[src/rtl/mbox_tx_mux_pkg.sv]
// mbox_pkg: shared types and constants for the mailbox transmit engine.
//   state_t      - link FSM states
//   HDR_CH_LSB   - bit offset of the channel index inside the header word
//   HDR_SEQ_LSB  - bit offset of the sequence number inside the header word
//   SEQW         - width of the per-channel sequence counter
package mbox_pkg;

    typedef enum logic [1:0] {
        IDLE = 2'd0,
        HDR  = 2'd1,
        DATA = 2'd2,
        DONE = 2'd3
    } state_t;

    localparam int HDR_CH_LSB  = 0;
    localparam int HDR_SEQ_LSB = 8;
    localparam int SEQW        = 8;

endpackage

[src/rtl/mbox_tx_mux_if.sv]
// mbox_link_if: the outbound mailbox link.
//   mbox_w_dat/valid/ready - word handshake (valid holds with stable data until ready)
//   mbox_w_done            - 1-cycle pulse, packet finished
//   mbox_w_abort           - 1-cycle pulse, in-flight packet cancelled locally
//   mbox_r_abort           - far side cancels the in-flight packet
// master = transmit engine, slave = link consumer.
interface mbox_link_if #(parameter int DW = 32);
    logic [DW-1:0] mbox_w_dat;
    logic          mbox_w_valid;
    logic          mbox_w_ready;
    logic          mbox_w_done;
    logic          mbox_w_abort;
    logic          mbox_r_abort;

    modport master (
        output mbox_w_dat, mbox_w_valid, mbox_w_done, mbox_w_abort,
        input  mbox_w_ready, mbox_r_abort
    );

    modport slave (
        input  mbox_w_dat, mbox_w_valid, mbox_w_done, mbox_w_abort,
        output mbox_w_ready, mbox_r_abort
    );
endinterface

[src/rtl/mbox_tx_mux_chan_fifo.sv]
// mbox_chan_fifo: per-channel store-and-forward FIFO of {last, dat}.
//   i_dat/i_valid/i_last/o_ready - source push side
//   i_flush  - discard everything (committed and uncommitted); beats any push
//   i_pop    - advance read pointer by one word
//   i_skip   - jump read pointer past the end of the current packet
//   i_dec    - one packet leaves (completed or skipped)
//   o_dat/o_last - head word
//   o_pkt_cnt    - number of committed packets held
//   o_drop       - 1-cycle pulse when a partial packet that cannot fit is discarded
module mbox_chan_fifo #(
    parameter int  DW    = 32,
    parameter int  DEPTH = 16,
    localparam int AW    = $clog2(DEPTH)
) (
    input  logic          aclk,
    input  logic          reset,
    input  logic [DW-1:0] i_dat,
    input  logic          i_valid,
    input  logic          i_last,
    output logic          o_ready,
    input  logic          i_flush,
    input  logic          i_pop,
    input  logic          i_skip,
    input  logic          i_dec,
    output logic [DW-1:0] o_dat,
    output logic          o_last,
    output logic [AW:0]   o_pkt_cnt,
    output logic          o_drop
);

    logic [DW:0] r_mem [DEPTH];
    logic [AW:0] r_wr_ptr, r_cm_ptr, r_rd_ptr, r_pkt_cnt;
    logic        r_drop;
    logic [AW:0] w_pkt_end;
    logic        w_found, w_full, w_overflow, w_push, w_commit;

    // Full with nothing committed: the open packet can never complete here.
    assign w_full     = (r_wr_ptr ^ r_rd_ptr) == {1'b1, {AW{1'b0}}};
    assign w_overflow = w_full && (r_pkt_cnt == '0);
    assign o_ready    = !(w_full && (r_pkt_cnt != '0));
    assign w_push     = i_valid && o_ready && !i_flush && !w_overflow;
    assign w_commit   = w_push && i_last;

    assign o_dat     = r_mem[r_rd_ptr[AW-1:0]][DW-1:0];
    assign o_last    = r_mem[r_rd_ptr[AW-1:0]][DW];
    assign o_pkt_cnt = r_pkt_cnt;
    assign o_drop    = r_drop;

    // First last-tagged word at or after the read pointer. Only used while a
    // committed packet is at the head, so a genuine last is always found
    // before any stale bits beyond the commit pointer.
    always_comb begin
        w_pkt_end = r_rd_ptr;
        w_found   = 1'b0;
        for (int i = 0; i < DEPTH; i++) begin
            if (!w_found && r_mem[r_rd_ptr[AW-1:0] + AW'(i)][DW]) begin
                w_found   = 1'b1;
                w_pkt_end = r_rd_ptr + (AW+1)'(i + 1);
            end
        end
    end

    always_ff @(posedge aclk) begin
        if (reset) begin
            r_wr_ptr  <= '0;
            r_cm_ptr  <= '0;
            r_rd_ptr  <= '0;
            r_pkt_cnt <= '0;
            r_drop    <= 1'b0;
        end else begin
            r_drop <= w_overflow && !i_flush;
            if (i_flush) begin
                r_wr_ptr  <= '0;
                r_cm_ptr  <= '0;
                r_rd_ptr  <= '0;
                r_pkt_cnt <= '0;
            end else begin
                if (w_overflow) begin
                    r_wr_ptr <= r_cm_ptr;
                end else if (w_push) begin
                    r_wr_ptr <= r_wr_ptr + 1'b1;
                    if (i_last) begin
                        r_cm_ptr <= r_wr_ptr + 1'b1;
                    end
                end
                if (i_skip) begin
                    r_rd_ptr <= w_pkt_end;
                end else if (i_pop) begin
                    r_rd_ptr <= r_rd_ptr + 1'b1;
                end
                case ({w_commit, i_dec})
                    2'b10:   r_pkt_cnt <= r_pkt_cnt + 1'b1;
                    2'b01:   r_pkt_cnt <= r_pkt_cnt - 1'b1;
                    default: r_pkt_cnt <= r_pkt_cnt;
                endcase
            end
        end
    end

    always_ff @(posedge aclk) begin
        if (w_push) begin
            r_mem[r_wr_ptr[AW-1:0]] <= {i_last, i_dat};
        end
    end

endmodule

[src/rtl/mbox_tx_mux.sv]
// mbox_tx_mux: multi-channel mailbox transmit engine. Each source channel
// fills a private FIFO; complete packets are serialised round-robin onto one
// link, each prefixed by a header {seq[7:0], ch[7:0]}.
//   aclk, reset                  - clock, synchronous active-high reset
//   s_dat/s_valid/s_last/s_ready - per-channel source push
//   s_abort                      - per-channel flush request
//   mbox                         - outbound link (mbox_link_if.master)
//   irq_sent/irq_abort/irq_error - per-channel 1-cycle event pulses
//
// state | meaning
// IDLE  | no packet in flight, arbitrate among channels with committed packets
// HDR   | header word of granted channel on the link
// DATA  | payload words popped from granted channel
// DONE  | done pulse, seq++, packet retired; arbitrates for a back-to-back grant
module mbox_tx_mux
    import mbox_pkg::*;
#(
    parameter int NCH   = 4,
    parameter int DW    = 32,
    parameter int DEPTH = 16
) (
    input  logic              aclk,
    input  logic              reset,
    input  logic [NCH*DW-1:0] s_dat,
    input  logic [NCH-1:0]    s_valid,
    input  logic [NCH-1:0]    s_last,
    output logic [NCH-1:0]    s_ready,
    input  logic [NCH-1:0]    s_abort,
    mbox_link_if.master       mbox,
    output logic [NCH-1:0]    irq_sent,
    output logic [NCH-1:0]    irq_abort,
    output logic [NCH-1:0]    irq_error
);

    localparam int AW = $clog2(DEPTH);
    localparam int CW = (NCH > 1) ? $clog2(NCH) : 1;

    state_t          r_state, w_state_nx;
    logic [CW-1:0]   r_gnt, r_rr_ptr, w_gnt_nx;
    logic [SEQW-1:0] r_seq [NCH];
    logic            r_w_abort;
    logic [NCH-1:0]  r_irq_abort;

    logic [DW-1:0]   w_f_dat [NCH];
    logic [AW:0]     w_pkt_cnt [NCH];
    logic [NCH-1:0]  w_f_last, w_pop, w_skip, w_dec, w_elig, w_gnt_oh, w_sent;
    logic            w_gnt_vld, w_inflight, w_loc_abort, w_far_abort;
    logic [DW-1:0]   w_hdr, w_dat;
    logic            w_valid, w_done;

    for (genvar c = 0; c < NCH; c++) begin : g_ch
        mbox_chan_fifo #(.DW(DW), .DEPTH(DEPTH)) u_fifo (
            .aclk      (aclk),
            .reset     (reset),
            .i_dat     (s_dat[c*DW +: DW]),
            .i_valid   (s_valid[c]),
            .i_last    (s_last[c]),
            .o_ready   (s_ready[c]),
            .i_flush   (s_abort[c]),
            .i_pop     (w_pop[c]),
            .i_skip    (w_skip[c]),
            .i_dec     (w_dec[c]),
            .o_dat     (w_f_dat[c]),
            .o_last    (w_f_last[c]),
            .o_pkt_cnt (w_pkt_cnt[c]),
            .o_drop    (irq_error[c])
        );
    end

    assign w_inflight  = (r_state == HDR) || (r_state == DATA);
    assign w_loc_abort = w_inflight && s_abort[r_gnt];
    assign w_far_abort = w_inflight && mbox.mbox_r_abort;
    assign w_gnt_oh    = NCH'(1) << r_gnt;

    // In DONE the retiring packet is still counted, so its channel needs a
    // second packet to win the back-to-back grant.
    always_comb begin
        w_elig = '0;
        for (int c = 0; c < NCH; c++) begin
            if ((r_state == DONE) && (r_gnt == CW'(c))) begin
                w_elig[c] = !s_abort[c] && (w_pkt_cnt[c] > (AW+1)'(1));
            end else begin
                w_elig[c] = !s_abort[c] && (w_pkt_cnt[c] != '0);
            end
        end
    end

    always_comb begin
        w_gnt_vld = 1'b0;
        w_gnt_nx  = r_rr_ptr;
        for (int i = 0; i < NCH; i++) begin
            if (!w_gnt_vld && w_elig[(int'(r_rr_ptr) + i) % NCH]) begin
                w_gnt_vld = 1'b1;
                w_gnt_nx  = CW'((int'(r_rr_ptr) + i) % NCH);
            end
        end
    end

    always_comb begin
        w_hdr = '0;
        w_hdr[HDR_SEQ_LSB +: SEQW] = r_seq[r_gnt];
        w_hdr[HDR_CH_LSB +: 8]     = 8'(r_gnt);
    end

    always_comb begin
        w_state_nx = r_state;
        w_pop      = '0;
        w_skip     = '0;
        w_dec      = '0;
        w_sent     = '0;
        w_valid    = 1'b0;
        w_done     = 1'b0;
        w_dat      = '0;
        case (r_state)
            IDLE: begin
                if (w_gnt_vld) w_state_nx = HDR;
            end
            HDR, DATA: begin
                w_valid = 1'b1;
                w_dat   = (r_state == HDR) ? w_hdr : w_f_dat[r_gnt];
                if (w_loc_abort || w_far_abort) begin
                    w_skip[r_gnt] = 1'b1;
                    w_dec[r_gnt]  = 1'b1;
                    w_state_nx    = IDLE;
                end else if (mbox.mbox_w_ready) begin
                    if (r_state == HDR) begin
                        w_state_nx = DATA;
                    end else begin
                        w_pop[r_gnt] = 1'b1;
                        if (w_f_last[r_gnt]) w_state_nx = DONE;
                    end
                end
            end
            DONE: begin
                w_done        = 1'b1;
                w_sent[r_gnt] = 1'b1;
                w_dec[r_gnt]  = 1'b1;
                w_state_nx    = w_gnt_vld ? HDR : IDLE;
            end
            default: w_state_nx = IDLE;
        endcase
    end

    always_ff @(posedge aclk) begin
        if (reset) begin
            r_state     <= IDLE;
            r_gnt       <= '0;
            r_rr_ptr    <= '0;
            r_w_abort   <= 1'b0;
            r_irq_abort <= '0;
            for (int c = 0; c < NCH; c++) r_seq[c] <= '0;
        end else begin
            r_state <= w_state_nx;
            if (w_gnt_vld && ((r_state == IDLE) || (r_state == DONE))) begin
                r_gnt    <= w_gnt_nx;
                r_rr_ptr <= (w_gnt_nx == CW'(NCH - 1)) ? '0 : w_gnt_nx + 1'b1;
            end
            if (r_state == DONE) begin
                r_seq[r_gnt] <= r_seq[r_gnt] + 1'b1;
            end
            r_w_abort   <= w_loc_abort;
            // OR merges a simultaneous local and far abort into one pulse.
            r_irq_abort <= s_abort | (w_far_abort ? w_gnt_oh : '0);
        end
    end

    assign mbox.mbox_w_dat   = w_dat;
    assign mbox.mbox_w_valid = w_valid;
    assign mbox.mbox_w_done  = w_done;
    assign mbox.mbox_w_abort = r_w_abort;
    assign irq_sent          = w_sent;
    assign irq_abort         = r_irq_abort;

endmodule
[src/flat_wrapper.sv]
// flat-port wrapper written by rule: the top's interface ports become plain ports
module mbox_tx_mux_flat import mbox_pkg::*;
#(
    parameter int NCH   = 4,
    parameter int DW    = 32,
    parameter int DEPTH = 16
)
  (aclk, reset, s_dat, s_valid, s_last, s_ready, s_abort, irq_sent, irq_abort, irq_error, mbox_mbox_w_dat, mbox_mbox_w_valid, mbox_mbox_w_done, mbox_mbox_w_abort, mbox_mbox_w_ready, mbox_mbox_r_abort);
  mbox_link_if #(.DW(DW)) mbox_i ();
  input  logic aclk;
  input  logic reset;
  input  logic [NCH*DW-1:0] s_dat;
  input  logic [NCH-1:0] s_valid;
  input  logic [NCH-1:0] s_last;
  output logic [NCH-1:0] s_ready;
  input  logic [NCH-1:0] s_abort;
  output logic [NCH-1:0] irq_sent;
  output logic [NCH-1:0] irq_abort;
  output logic [NCH-1:0] irq_error;
  output wire logic [$bits(mbox_i.mbox_w_dat)-1:0] mbox_mbox_w_dat;
  output wire logic [$bits(mbox_i.mbox_w_valid)-1:0] mbox_mbox_w_valid;
  output wire logic [$bits(mbox_i.mbox_w_done)-1:0] mbox_mbox_w_done;
  output wire logic [$bits(mbox_i.mbox_w_abort)-1:0] mbox_mbox_w_abort;
  input wire logic [$bits(mbox_i.mbox_w_ready)-1:0] mbox_mbox_w_ready;
  input wire logic [$bits(mbox_i.mbox_r_abort)-1:0] mbox_mbox_r_abort;
  assign mbox_mbox_w_dat = mbox_i.mbox_w_dat;
  assign mbox_mbox_w_valid = mbox_i.mbox_w_valid;
  assign mbox_mbox_w_done = mbox_i.mbox_w_done;
  assign mbox_mbox_w_abort = mbox_i.mbox_w_abort;
  assign mbox_i.mbox_w_ready = mbox_mbox_w_ready;
  assign mbox_i.mbox_r_abort = mbox_mbox_r_abort;
  mbox_tx_mux #(.NCH(NCH), .DW(DW), .DEPTH(DEPTH)) u_core (.aclk(aclk), .reset(reset), .s_dat(s_dat), .s_valid(s_valid), .s_last(s_last), .s_ready(s_ready), .s_abort(s_abort), .mbox(mbox_i), .irq_sent(irq_sent), .irq_abort(irq_abort), .irq_error(irq_error));
endmodule
[config.mk]
export PLATFORM = sky130hd
export DESIGN_NAME = mbox_tx_mux_flat
export DESIGN_NICKNAME = d
export VERILOG_FILES = /design/src/rtl/mbox_tx_mux_pkg.sv /design/src/rtl/mbox_tx_mux_if.sv /design/src/rtl/mbox_tx_mux_chan_fifo.sv /design/src/rtl/mbox_tx_mux.sv /design/src/flat_wrapper.sv
export SDC_FILE = /design/constraint.sdc
export NUM_CORES = 2
export LEC_CHECK = 0
export BUFFER_PORTS_ARGS = -buffer_cell sky130_fd_sc_hd__buf_2
export CAP_MARGIN = 20
export CORE_MARGIN = 2
export CORE_UTILIZATION = 47
export CTS_CLUSTER_DIAMETER = 60
export DETAILED_ROUTE_END_ITERATION = 10
export PLACE_DENSITY = 0.74
export SYNTH_ARGS = -nofsm -noshare
export SYNTH_HDL_FRONTEND = slang
export SYNTH_SLANG_ARGS = --single-unit
export TNS_END_PERCENT = 10
[constraint.sdc]
create_clock -name aclk -period 12.9 [get_ports aclk]
set_input_delay 2.58 -clock aclk [delete_from_list [all_inputs] [get_ports aclk]]
set_output_delay 2.58 -clock aclk [all_outputs]
set_load 0.02 [all_outputs]
---- Word level (Yosys, flattened, before mapping) ----
Memory sizes are Yosys's and may differ from the RTL's. A register that Yosys moved wholly into a read port is not among the register bits.
Index checks and enable logic that the tools add are counted.
storage, ports and cells
  register bits ........................... 95
  memory bits (writable) .................. 2,144
  input bits .............................. 144
  output and inout port bits .............. 51
  memories kept ........................... 5
memories
  memory                       words  width  rd ports  clocked after Yosys merged registers in  wr ports  line                         RTL
  u_core.g_ch[0].u_fifo.r_mem  16     33     16        1                                        1         mbox_tx_mux_chan_fifo.sv:31  logic [DW:0] r_mem [DEPTH];
  u_core.g_ch[1].u_fifo.r_mem  16     33     16        1                                        1         mbox_tx_mux_chan_fifo.sv:31
  u_core.g_ch[2].u_fifo.r_mem  16     33     16        1                                        1         mbox_tx_mux_chan_fifo.sv:31
  u_core.g_ch[3].u_fifo.r_mem  16     33     16        1                                        1         mbox_tx_mux_chan_fifo.sv:31
  u_core.r_seq                 4      8      1         1                                        4         mbox_tx_mux.sv:40            logic [SEQW-1:0] r_seq [NCH];
cells by class
  $add $sub $neg .......................... 141
  magnitude comparators ................... 11
  equality and inequality tests ........... 26
  shift-type cells ........................ 1
  muxes and demuxes ....................... 221
  bitwise operators ....................... 13
  reduce and logical (&&, ||, !) cells .... 225
operators with widths
  operator                                                                          number
  5-bit two-way mux                                                                 80
  5-bit by 4-bit adder with 5-bit output (second input constant)                    32
  4-bit adder (second input constant)                                               32
  32-bit two-way mux                                                                4
  1-bit logical AND                                                                 107
  1-bit two-way mux                                                                 94
  5-bit by 3-bit adder with 5-bit output (second input constant)                    16
  1-bit zero test                                                                   75
  17-bit != test (second input constant)                                            4
  4-bit by 3-bit adder with 4-bit output (second input constant)                    16
  32-bit binary-select mux with 2-bit select                                        1
  4-bit two-way mux                                                                 16
  5-bit by 1-bit adder with 5-bit output (second input constant)                    12
  5-bit by 2-bit adder with 5-bit output (second input constant)                    8
  5-bit case mux with 2 select lines                                                4
  4-bit by 2-bit adder with 4-bit output (second input constant)                    8
  2-bit two-way mux                                                                 12
  2-bit nonzero test                                                                12
  5-bit adder (second input constant)                                               4
  5-bit == test (second input constant)                                             4
  5-bit by 1-bit greater-than comparator with 1-bit output (second input constant)  4
  5-bit zero test                                                                   4
  5-bit nonzero test                                                                4
  5-bit by 1-bit subtractor with 5-bit output (second input constant)               4
  30 further kinds                                                                  81

---- Logic depth before layout (Yosys ltp) ----
  depth in word-level cells ............... 49
  depth in mapped cells ................... 18
  depth with buffers taken out ............ 12

---- Hierarchy ----
From an unflattened synthesis, not the netlist that was laid out.
unflattened totals
  cells, all modules ...................... 5,151
  area total of the unflattened synthesis .. 97,474.7 um^2
modules (own cells, without submodules)
  module                                       times used  cells an instance  area each (um^2)
  mbox_chan_fifo at u_core.g_ch[1].u_fifo ...  2           1,196              23,399.9
  mbox_chan_fifo at u_core.g_ch[0].u_fifo      1           1,240              23,635.2
  mbox_chan_fifo at u_core.g_ch[2].u_fifo      1           1,189              23,458.7
  mbox_tx_mux                                  1           330                3,580.9

---- Worst setup path after synthesis ----
Ideal clock, no wire load.
  kind .................................... reg2out
  start ................................... register (tool-made name)
  end ..................................... output mbox_mbox_w_dat[21]
  arrival time ............................ 3.697 ns
  data required time ...................... 10.320 ns
  setup slack ............................. 6.623 ns
  stages on the path, launching flop included .. 9
  path through ............................ dfxtp_1 -> clkbuf_1 -> clkbuf_1 -> buf_1 -> buf_1 -> mux4_2 -> mux4_2 -> mux4_2 -> and2_1
RTL lines
  what           line                RTL
  end, declared  flat_wrapper.sv:20  output wire logic [$bits(mbox_i.mbox_w_dat)-1:0] mbox_mbox_w_dat;

==> metrics.txt <==
post-synthesis cell count 5039; Crit path max-delay family buffers and inverters; largest family of logic cells by synthesized area multiplexers; total gr overflow 0; Routed WL 259800 um; Cell variety after synth 95; worst skew pair latency 0.87 ns; CP Launch Type flop; Die H 457.5 um; Max Slew Vio Count 0; DR WL/cell 31.75 um; Final min period 7.708 ns; post-synthesis mux area share 19.79%; Core ar. 0.2046 mm2; CP arrival 5.13 ns; Root Driver clkbuf_16; Avg Cell Area, Syn 19.18 um2; most frequent cells in the layout edfxtp_1, mux4_2, clkbuf_16; CP dominant cell by count mux4_2; WHS 0.4506 ns; Layout area overhead 11.88%; htree depth 4; clock-pin slew on the worst setup and hold paths 0.06 ns; maximum clock path buffer count 3; Detail Placement HPWL 150200 um; critical path capture point type output port; crit path kind flop to output port; Peak Freq 129.7 MHz; worst hold path class flop to flop; Post-Synth Simple-Gate Area 4.005%; die area 0.2093 mm2; pin count of the biggest net entering global routing 117; I/O Buffers 194; slowest stage cell, crit path buf_4; FFs w/ async S/R, synth 0%; Netlist Area Pre-Place 0.09666 mm2; final setup skew 0.05844 ns; DR vias/cell 6.435; Routability Congestion 0.9164; Syn Nets 5268; WP data required 10.32 ns; CTS Hold Bufs 0; Worst-Margin Slew 1.116 ns; First DRT Iteration DRCs 7183; Resized Gates After CTS 0; reg2reg setup slack 7.01 ns; Util after Layout 52.86%; crit path buf inv count 3; Compound-Gate Fraction of Synth Area 3.448%; Post-synth EDFFs 2144; I/O pins 195; Fin. Hold Viols 0; CP Max Fanout 46; vias in the first global route 52070; status finished clean; GR Util All Layers 24.57%; setup bufs post-CTS 0; global-route wire length before repair 371300 um; area share of the largest cell type after synthesis 66.61%; cells along the critical path buf_4, buf_4, mux4_2, mux4_2, mux4_2, and2_1, buf_2; initial antenna violation count 86; 1st-pass router iterations 5; Sink Count 2257; commonest non-fill, non-tap cell in the layout edfxtp_1; synth top area cells edfxtp_1, mux4_2, dfxtp_1; CP max stage delay 0.79 ns; worst vdd ir 164.2 uV; Max-Cap Viols 0; CTS tree yes; Synth Area in Adders 1.100%; fin crit share 59.75%; Rows 166; largest area contributor in the netlist edfxtp_1; initial core utilization 47.25%; Synth Area in XOR/XNOR 1.124%; Worst slew margin 25.59%; register area share after synthesis 68.95%; drc violations 0; setup TNS 0 ns; Setup violations, final 0; RSZ-0062 raised after global routing no; final net count 5503; FF+latch count, synth 2257; ANT nets after route 0; Vias 52640; TritonCTS Buffers 206; P per Cell Area 151.5 mW/mm2; Lkg Pwr 33.15 nW; Die Wd 457.5 um; layout cell share with drive strength beyond 1 28.64%; Post-synth top flop edfxtp_1; Synth Warn # 0
==> metrics by stage <==
stage / total power (W) / instances / worst slack [ns] / cell area, um2
2_1_floorplan: 0.009569 / 5039 / 6.623 / 96660
3_3_place_gp: 0.01034 / 7752 / 5.998 / 101200
3_5_place_dp: 0.01037 / 7752 / 5.985 / 101200
4_1_cts: 0.01644 / 8140 / 5.013 / 108000
5_1_grt: 0.01680 / 8170 / 4.849 / 108100
6_report: 0.01639 / 8180 / 5.192 / 108100
==> state kept, by name (all words and copies together) (netlist names), 4 cells and up, named ones only <==
| register | count |
|---|---|
| u_core.g_ch.u_fifo.o_pkt_cnt | 20 |
| u_core.r_seq | 32 |
| u_core.g_ch.u_fifo.r_cm_ptr | 20 |
| u_core.g_ch.u_fifo.r_mem | 2112 |
| u_core.irq_abort | 4 |
| u_core.g_ch.u_fifo.r_rd_ptr | 20 |
| u_core.g_ch.u_fifo.o_drop | 4 |
| u_core.g_ch.u_fifo.r_wr_ptr | 20 |
==> report_power, final <==
part | internal, W | total, W | leakage (nW) | switching [W]
clock | 0.00343 | 0.00615 | 3.31 | 0.00272
combinational | 0.000802 | 0.00213 | 9.56 | 0.00133
sequential | 0.00806 | 0.00811 | 20.3 | 0.0000510
==> final timing paths <==
path | startpoint | end | cells after the start
setup / recovery | flop | mbox_mbox_w_dat[30] | 7
setup reg to reg | u_core.g_ch[0].u_fifo.r_rd_ptr[1] | flop | 12
hold / removal | u_core.g_ch[0].u_fifo.r_cm_ptr[0] | u_core.g_ch[0].u_fifo.r_wr_ptr[0] | 2
hold reg to reg | u_core.g_ch[0].u_fifo.r_cm_ptr[0] | u_core.g_ch[0].u_fifo.r_wr_ptr[0] | 2
==> synthesized netlist by cell type (12+ instances only) <==
master	count
o211ai_1	16
xor2_1	34
xnor2_1	90
edfxtp_1	2144
clkbuf_1	190
buf_4	13
buf_2	16
dfxtp_1	113
a22oi_1	20
and2_1	42
or2_2	12
ha_1	85
nor3_1	54
mux2i_1	88
nor2_1	247
a21oi_1	157
buf_1	61
o21ai_0	88
a31oi_1	36
a211oi_1	30
nand2b_1	31
nor2b_1	39
or3_1	16
o21a_1	12
o22ai_1	14
inv_1	87
nand3_1	67
nand2_1	167
mux2_2	20
mux4_2	797
nand4_1	22
nor3b_1	13
==> cell type report <==
type / count / area (um2)
repair buffers: 312 / 1887
flip-flops and latches: 2257 / 66690
clock inverters: 130 / 1384
clock buffers: 258 / 5434
inverters: 93 / 349.1
diodes: 38 / 95.09
well taps: 2688 / 3363
fillers: 15310 / 96440
multi-input cells: 2404 / 28940
==> routing by layer <==
| layer | global-route usage [%] | share of wire (%) | routed length, um | vias to the layer above |
|---|---|---|---|---|
| met5 | 0 | 0.098 | 255 | - |
| met4 | 12.09 | 5.2 | 13520 | 38 |
| met3 | 4.908 | 8.8 | 22940 | 537 |
| met2 | 40.34 | 49 | 128500 | 3086 |
| met1 | 31.42 | 36 | 94510 | 27590 |
| li1 | - | - | - | 21390 |
==> worst reg2reg max path, delay by kind of cell, from the launching register on <==
family / cells / cell delay (ns)
compound gates: 3 / 0.62
mux: 2 / 1.28
flops: 1 / 0.32
buf+inv: 2 / 0.60
simple gates: 4 / 1.94
fa+ha+maj: 1 / 0.98
==> kinds of logic after synthesis <==
kind of cell | Yosys count
AND/OR/NAND/NOR | 775
adder cells (fa/ha/maj) | 85
flip-flops | 2257
AO/OA/AOI/OAI | 511
buffers and inverters | 378
XOR/XNOR | 124
multiplexers | 909
(Power assumes the default switching activity.)
